### src/rtl/nbody_pkg.sv
// Shared types, widths and the DATA_W saturation helper for the n-body Verlet accumulator.
package nbody_pkg;
  localparam int PKG_DATA_W = 32;
  localparam int PKG_FRAC_W = 16;
  localparam int PKG_ACC_W  = 40;

  typedef logic signed [PKG_DATA_W-1:0] fxp_t;
  typedef logic signed [PKG_ACC_W-1:0]  acc_t;

  typedef enum logic [2:0] {ST_ACCUM, ST_MUL_A, ST_MUL_Q, ST_EMIT, ST_DONE} state_e;

  // Clamp any value carried in an accumulator-wide word to the signed DATA_W range.
  function automatic fxp_t sat_to_fxp(input acc_t v);
    logic fits;
    fits = (v[PKG_ACC_W-1:PKG_DATA_W-1] == {(PKG_ACC_W-PKG_DATA_W+1){v[PKG_ACC_W-1]}});
    if (fits)                return v[PKG_DATA_W-1:0];
    else if (v[PKG_ACC_W-1]) return {1'b1, {(PKG_DATA_W-1){1'b0}}};
    else                     return {1'b0, {(PKG_DATA_W-1){1'b1}}};
  endfunction
endpackage

### src/rtl/nbody_verlet_accumulator_mul.sv
// Signed fixed-point multiply, arithmetic shift by FRAC_W, saturate to DATA_W.
module nbody_fxp_mul_sat import nbody_pkg::*; #(
  parameter int DATA_W = PKG_DATA_W,
  parameter int FRAC_W = PKG_FRAC_W
) (
  input  logic signed [DATA_W-1:0] a_i,
  input  logic signed [DATA_W-1:0] b_i,
  output logic signed [DATA_W-1:0] p_o
);
  logic signed [2*DATA_W-1:0] prod, shr;
  logic                       ovf;

  assign prod = a_i * b_i;
  assign shr  = prod >>> FRAC_W;
  assign ovf  = (shr[2*DATA_W-1:DATA_W-1] != {(DATA_W+1){shr[2*DATA_W-1]}});
  assign p_o  = !ovf ? shr[DATA_W-1:0] :
                shr[2*DATA_W-1] ? {1'b1, {(DATA_W-1){1'b0}}} : {1'b0, {(DATA_W-1){1'b1}}};
endmodule

### src/rtl/nbody_verlet_accumulator.sv
// Net-force accumulation followed by sequential Verlet integration over all bodies.
// NBODY_ACC_SAT_EN: accumulator adds saturate to the ACC_W range instead of wrapping.
module nbody_verlet_accumulator import nbody_pkg::*; #(
  parameter int N_BODIES = 4,
  parameter int DATA_W   = PKG_DATA_W,
  parameter int FRAC_W   = PKG_FRAC_W,
  parameter int ACC_W    = PKG_ACC_W,
  parameter int IDX_W    = $clog2(N_BODIES)
) (
  input  logic                     clk,
  input  logic                     rst_n,
  input  logic                     cfg_we,
  input  logic [IDX_W-1:0]         cfg_idx,
  input  logic signed [DATA_W-1:0] cfg_q,
  input  logic signed [DATA_W-1:0] cfg_q_old,
  input  logic signed [DATA_W-1:0] cfg_inv_m,
  input  logic signed [DATA_W-1:0] dt2,
  input  logic                     in_valid,
  output logic                     in_ready,
  input  logic [IDX_W-1:0]         in_idx,
  input  logic signed [DATA_W-1:0] in_force,
  input  logic                     in_last,
  output logic                     out_valid,
  input  logic                     out_ready,
  output logic [IDX_W-1:0]         out_idx,
  output logic signed [DATA_W-1:0] out_q,
  output logic                     step_done,
  output logic                     err_idx
);
  localparam logic [IDX_W:0] NB = (IDX_W+1)'(N_BODIES);

  state_e                   state_q;
  logic [IDX_W-1:0]         k_q, out_idx_q;
  logic                     out_valid_q, step_done_q, err_q;
  logic signed [DATA_W-1:0] dt2_q, a_q, out_q_q;
  logic signed [ACC_W-1:0]  acc_q     [N_BODIES];
  logic signed [DATA_W-1:0] pos_q     [N_BODIES];
  logic signed [DATA_W-1:0] pos_old_q [N_BODIES];
  logic signed [DATA_W-1:0] inv_m_q   [N_BODIES];

  logic                     in_bad, cfg_bad;
  logic signed [ACC_W-1:0]  acc_k, acc_in, acc_d, force_ext;
  logic signed [DATA_W-1:0] pos_k, pos_old_k, inv_m_k;
  logic signed [DATA_W-1:0] mul_a, mul_b, mul_p, q_new;
  logic signed [DATA_W+1:0] q_sum;

  assign in_bad    = {1'b0, in_idx}  >= NB;
  assign cfg_bad   = {1'b0, cfg_idx} >= NB;
  assign in_ready  = (state_q == ST_ACCUM);
  assign out_valid = out_valid_q;
  assign out_idx   = out_idx_q;
  assign out_q     = out_q_q;
  assign step_done = step_done_q;
  assign err_idx   = err_q;

  always_comb begin
    acc_k = '0; acc_in = '0; pos_k = '0; pos_old_k = '0; inv_m_k = '0;
    for (int i = 0; i < N_BODIES; i++) begin
      if (k_q == IDX_W'(i)) begin
        acc_k = acc_q[i]; pos_k = pos_q[i]; pos_old_k = pos_old_q[i]; inv_m_k = inv_m_q[i];
      end
      if (in_idx == IDX_W'(i)) acc_in = acc_q[i];
    end
  end

  assign force_ext = {{(ACC_W-DATA_W){in_force[DATA_W-1]}}, in_force};
`ifdef NBODY_ACC_SAT_EN
  logic signed [ACC_W:0] acc_wide;
  assign acc_wide = {acc_in[ACC_W-1], acc_in} + {force_ext[ACC_W-1], force_ext};
  always_comb begin
    if (acc_wide[ACC_W] != acc_wide[ACC_W-1])
      acc_d = acc_wide[ACC_W] ? {1'b1, {(ACC_W-1){1'b0}}} : {1'b0, {(ACC_W-1){1'b1}}};
    else
      acc_d = acc_wide[ACC_W-1:0];
  end
`else
  assign acc_d = acc_in + force_ext;
`endif

  // One multiplier: acc*inv_m in MUL_A, dt2*a in MUL_Q.
  assign mul_a = (state_q == ST_MUL_A) ? sat_to_fxp(acc_k) : dt2_q;
  assign mul_b = (state_q == ST_MUL_A) ? inv_m_k : a_q;

  nbody_fxp_mul_sat #(.DATA_W(DATA_W), .FRAC_W(FRAC_W)) u_mul (
    .a_i (mul_a),
    .b_i (mul_b),
    .p_o (mul_p)
  );

  assign q_sum = {pos_k[DATA_W-1], pos_k, 1'b0}
               - {{2{pos_old_k[DATA_W-1]}}, pos_old_k}
               + {{2{mul_p[DATA_W-1]}}, mul_p};
  assign q_new = sat_to_fxp({{(ACC_W-DATA_W-2){q_sum[DATA_W+1]}}, q_sum});

  always_ff @(posedge clk or negedge rst_n) begin
    if (!rst_n) begin
      state_q     <= ST_ACCUM;
      k_q         <= '0;
      out_idx_q   <= '0;
      out_valid_q <= 1'b0;
      step_done_q <= 1'b0;
      err_q       <= 1'b0;
      dt2_q       <= '0;
      a_q         <= '0;
      out_q_q     <= '0;
      for (int i = 0; i < N_BODIES; i++) begin
        acc_q[i] <= '0; pos_q[i] <= '0; pos_old_q[i] <= '0; inv_m_q[i] <= '0;
      end
    end else begin
      step_done_q <= 1'b0;
      case (state_q)
        ST_ACCUM: begin
          if (cfg_we) begin
            if (cfg_bad) err_q <= 1'b1;
            for (int i = 0; i < N_BODIES; i++)
              if (cfg_idx == IDX_W'(i)) begin
                pos_q[i] <= cfg_q; pos_old_q[i] <= cfg_q_old; inv_m_q[i] <= cfg_inv_m;
              end
          end
          if (in_valid) begin
            if (in_bad) err_q <= 1'b1;
            for (int i = 0; i < N_BODIES; i++)
              if (in_idx == IDX_W'(i)) acc_q[i] <= acc_d;
            if (in_last) begin
              dt2_q   <= dt2;
              k_q     <= '0;
              state_q <= ST_MUL_A;
            end
          end
        end
        ST_MUL_A: begin
          a_q     <= mul_p;
          state_q <= ST_MUL_Q;
        end
        ST_MUL_Q: begin
          out_q_q     <= q_new;
          out_idx_q   <= k_q;
          out_valid_q <= 1'b1;
          state_q     <= ST_EMIT;
        end
        ST_EMIT: begin
          if (out_ready) begin
            out_valid_q <= 1'b0;
            for (int i = 0; i < N_BODIES; i++)
              if (k_q == IDX_W'(i)) begin
                pos_old_q[i] <= pos_q[i]; pos_q[i] <= out_q_q; acc_q[i] <= '0;
              end
            if (k_q == IDX_W'(N_BODIES-1)) begin
              step_done_q <= 1'b1;
              state_q     <= ST_DONE;
            end else begin
              k_q     <= k_q + IDX_W'(1);
              state_q <= ST_MUL_A;
            end
          end
        end
        ST_DONE:  state_q <= ST_ACCUM;
        default:  state_q <= ST_ACCUM;
      endcase
    end
  end
endmodule
### config.mk
export PLATFORM = sky130hd
export DESIGN_NAME = nbody_verlet_accumulator
export DESIGN_NICKNAME = d
export VERILOG_FILES = /design/src/rtl/nbody_pkg.sv /design/src/rtl/nbody_verlet_accumulator_mul.sv /design/src/rtl/nbody_verlet_accumulator.sv
export SDC_FILE = /design/constraint.sdc
export NUM_CORES = 2
export LEC_CHECK = 0
export ABC_AREA = 1
export CAP_MARGIN = 25
export CORE_MARGIN = 3
export CORE_UTILIZATION = 55
export CTS_CLUSTER_DIAMETER = 200
export DETAILED_ROUTE_END_ITERATION = 7
export PLACE_DENSITY = 0.74
export REMOVE_ABC_BUFFERS = 1
export SETUP_SLACK_MARGIN = 0.2
export SYNTH_ARGS = -nofsm -noshare
export SYNTH_HDL_FRONTEND = slang
export SYNTH_SLANG_ARGS = --single-unit
### constraint.sdc
create_clock -name clk -period 20.8 [get_ports clk]
set_clock_uncertainty 0.2 [all_clocks]
set_input_delay 3.12 -clock clk [delete_from_list [all_inputs] [get_ports clk]]
set_output_delay 3.12 -clock clk [all_outputs]
set_load 0.01 [all_outputs]
==> summary.md <==
| Metric | Value |
|---|---|
| Status | `completed` |
| CP max stage delay | `1000 ps` |
| Die height | `365.9 um` |
| Worst-margin pin slew | `around 1100 ps` |
| Setup Buffers After CTS | `0` |
| Synth Register Bits | `between 600 and 700` |
| All-layer global routing usage | `a little over a third` |
| DP HPWL | `about 180 mm` |
| Global routing's busiest layer | `met2` |
| Nets | `~10k` |
| Post-CTS resize count | `0` |
| Max Freq | `0.05260 GHz` |
| CP Max Fanout | `41` |
| Met1 usage | `between 40% and 50%` |
| Util after Layout | `between 60% and 70%` |
| Total die area | `between 0.1 and 0.15 mm2` |
| Crit-path slowest cell | `clkinv_1` |
| Number of top-level pins | `208` |
| Iteration-0 DRC Markers | `between 6k and 7k` |
| Netlist cell types | `54` |
| CP Capture Type | `register` |
| Area Overhead vs Synth | `8.522%` |
| GRT met3 Usage | `8.037%` |
| CTS Sinks | `about 650` |
| Critical Path Most Common Cell | `nand2_1` |
| Vias in the first global route | `62.94k` |
| Yosys warns | `0` |
| Clock Pin Slew Worst Setup and Hold Paths | `60 ps` |
| Slew headroom | `27.12%` |
| Unrepaired setup endpoints after global routing | `no` |
| Async set-reset flop share out of synthesis | `between 90% and 100%` |
| Required time worst endpoint | `21090 ps` |
| CTS tree | `done` |
| Num CTS Buffers | `between 60 and 70` |
| Row count | `131` |
| Crit path DAT | `19310 ps` |
| Most frequent cells after synthesis | `nand2_1 (1758), inv_1 (1528), fa_1 (1115), nor2_1 (959), o21ai_0 (739)` |
| Setup crit start | `k_q[1]` |
| Hold wc startpoint | `pos_old_q[19]` |
| Yosys top cell area share | `between 30% and 40%` |
| First-pass GRT wire length | `around 370 mm` |
| Total gr overflow | `0` |
| EDFF count, synth | `0` |
| Clk buf depth | `3` |
| Minimum clock period | `about 19000 ps` |
| Fin. max-slew vios | `0` |
| Share of cells above drive strength 1 | `4.380%` |
| Synthesized area | `0.07125 mm2` |
| CP Launch Type | `register` |
| # setup viols final | `0` |
| H-tree depth | `3` |
| Via/cell ratio | `roughly 5.9` |
| Initial Util | `55.66%` |
| Layout fillers | `~11k` |
| Area contributors post-synth | `fa_1 (31%), dfrtp_1 (23%), nand2_1 (9.3%)` |
| GPL Wtd Cong | `approximately 1.0` |
| Final worst-path cycle share | `between 90 and 100%` |
| Wire per inst | `roughly 23 um` |
| CP Class | `reg2reg` |
| Drc violations | `0` |
| Initial antenna violation count | `5` |
| Root buf cell | `clkbuf_16` |
| Cell with the most instances after synthesis | `nand2_1` |
| M2 GR Usage | `56.30%` |
| # Max-Cap Violations | `0` |
| Hold Fails Final Rpt | `0` |
| Top FF cell, synth | `dfrtp_1` |
| Clk Latency, worst-skew pair | `about 640 ps` |
| Worst reg2reg startpoint | `k_q[1]` |
| Worst Hold Class | `reg2reg` |
| IO buf count | `206` |
| DR pass1 iterations | `7` |
| Die Wd | `between 300 and 400 um` |
| Vias post-DR | `roughly 60k` |
| DRT Wirelength | `roughly 240 mm` |
| Seq/Total Area, Yosys | `between 20 and 25%` |
| Core Box Area | `0.1280 mm2` |
| Routed Antenna Nets | `0` |
| Post-Syn Instances | `about 9k` |
| Hold-fix buffers, CTS | `0` |
| Setup TNS | `0 ps` |
| Post-synth top area cell | `fa_1` |
| Pin count of the biggest net entering global routing | `178` |
| Syn_area_per_cell | `8.150 um2` |
## sequential cells by signal, indices dropped and copies added (netlist names)
register   count
inv_m_q      128
k_q            2
out_q         32
pos_q        128
state_q        3
a_q           32
step_done      1
acc_q        160
pos_old_q    128
dt2_q         32
out_idx        2
out_valid      1
## layout by cell type, fill, tap and decap left out, types with 19 or more instances in the layout
master / synthesis / final
ha_1: 256 / 253
fa_1: 1115 / 1115
o22ai_1: 60 / 60
nor2_1: 959 / 957
buf_4: 3 / 119
o211ai_1: 33 / 33
clkbuf_16: 0 / 68
mux2_2: 32 / 32
or2_2: 45 / 45
nand3_1: 121 / 120
inv_1: 1528 / 1524
xor2_1: 50 / 50
nand2_1: 1758 / 1753
o21ai_0: 739 / 738
and2_1: 27 / 24
nor3_1: 20 / 19
clkdlybuf4s50_1: 0 / 205
xnor2_1: 37 / 37
a31oi_1: 139 / 139
nand2_2: 17 / 21
a21oi_1: 408 / 404
dfrtp_1: 649 / 649
a22oi_1: 118 / 118
## path summary, 6_finish.rpt
| kind | end | slack, ps | depth (start not counted) |
|---|---|---|---|
| setup reg to reg | out_q[9] | 1790 | 65 |
| setup / recovery | out_q[9] | 1790 | 65 |
| hold / removal | pos_old_q[19] | 260 | 2 |
| max in group asynchronous | acc_q[50] | 15140 | 5 |
| min in group asynchronous | pos_old_q[74] | 2350 | 1 |
| hold reg to reg | pos_old_q[19] | 260 | 2 |
## through the flow
stage,hold WS [ps],std cells,setup WS [ps],area [um2]
floorplan,236.6,8290,62.66,69480
global placement,247.7,10350,2621,74850
detailed placement,253.3,10350,2256,74850
CTS,267.7,10470,2183,77210
global route,278.7,10470,695.7,77310
finish,264.6,10480,1788,77320
## routing by layer
layer	part of all wire (%)	routed length, um
met5	0	0
met4	5.8	13800
met3	11	26100
met1	38	90090
met2	45	108400
## area by class of cell
class	count	area [um2]	area share [%]
flip-flops and latches	649	16240	21.00
inverters	1560	5862	7.581
repair buffers	333	3138	4.058
multi-input cells	6081	47550	61.49
clock inverters	26	417.9	0.5405
diodes	4	10.01	0.01295
well taps	1729	2163	2.798
clock buffers	95	1943	2.513
## kinds of logic (layout without fill, tap and decap cells)
logic type	after synthesis	count (layout)	share of synthesized area, %
muxes	42	42	0.6462
buffers and inverters	2012	2014	10.70
xor gates and xnor gates	87	87	1.069
adders and majority gates	1371	1371	35.82
AOI/OAI and AO/OA	1605	1605	12.59
other	1	5	0.005263
and+or+nand+nor	2975	2975	16.38
DFF	649	649	22.79
## critical path, delay by kind of cell (launching register included)
family                     cells  cell delay [ps]
xor gates and xnor gates       2              340
DFF                            1              450
buffers and inverters         10             2570
adders and majority gates     12             5520
and+or+nand+nor               23             5270
AOI/OAI and AO/OA             18             4420
Power is left out: the tool's default activity adds up to more than one toggle a clock period on the data nets, which glitch-free logic cannot reach.
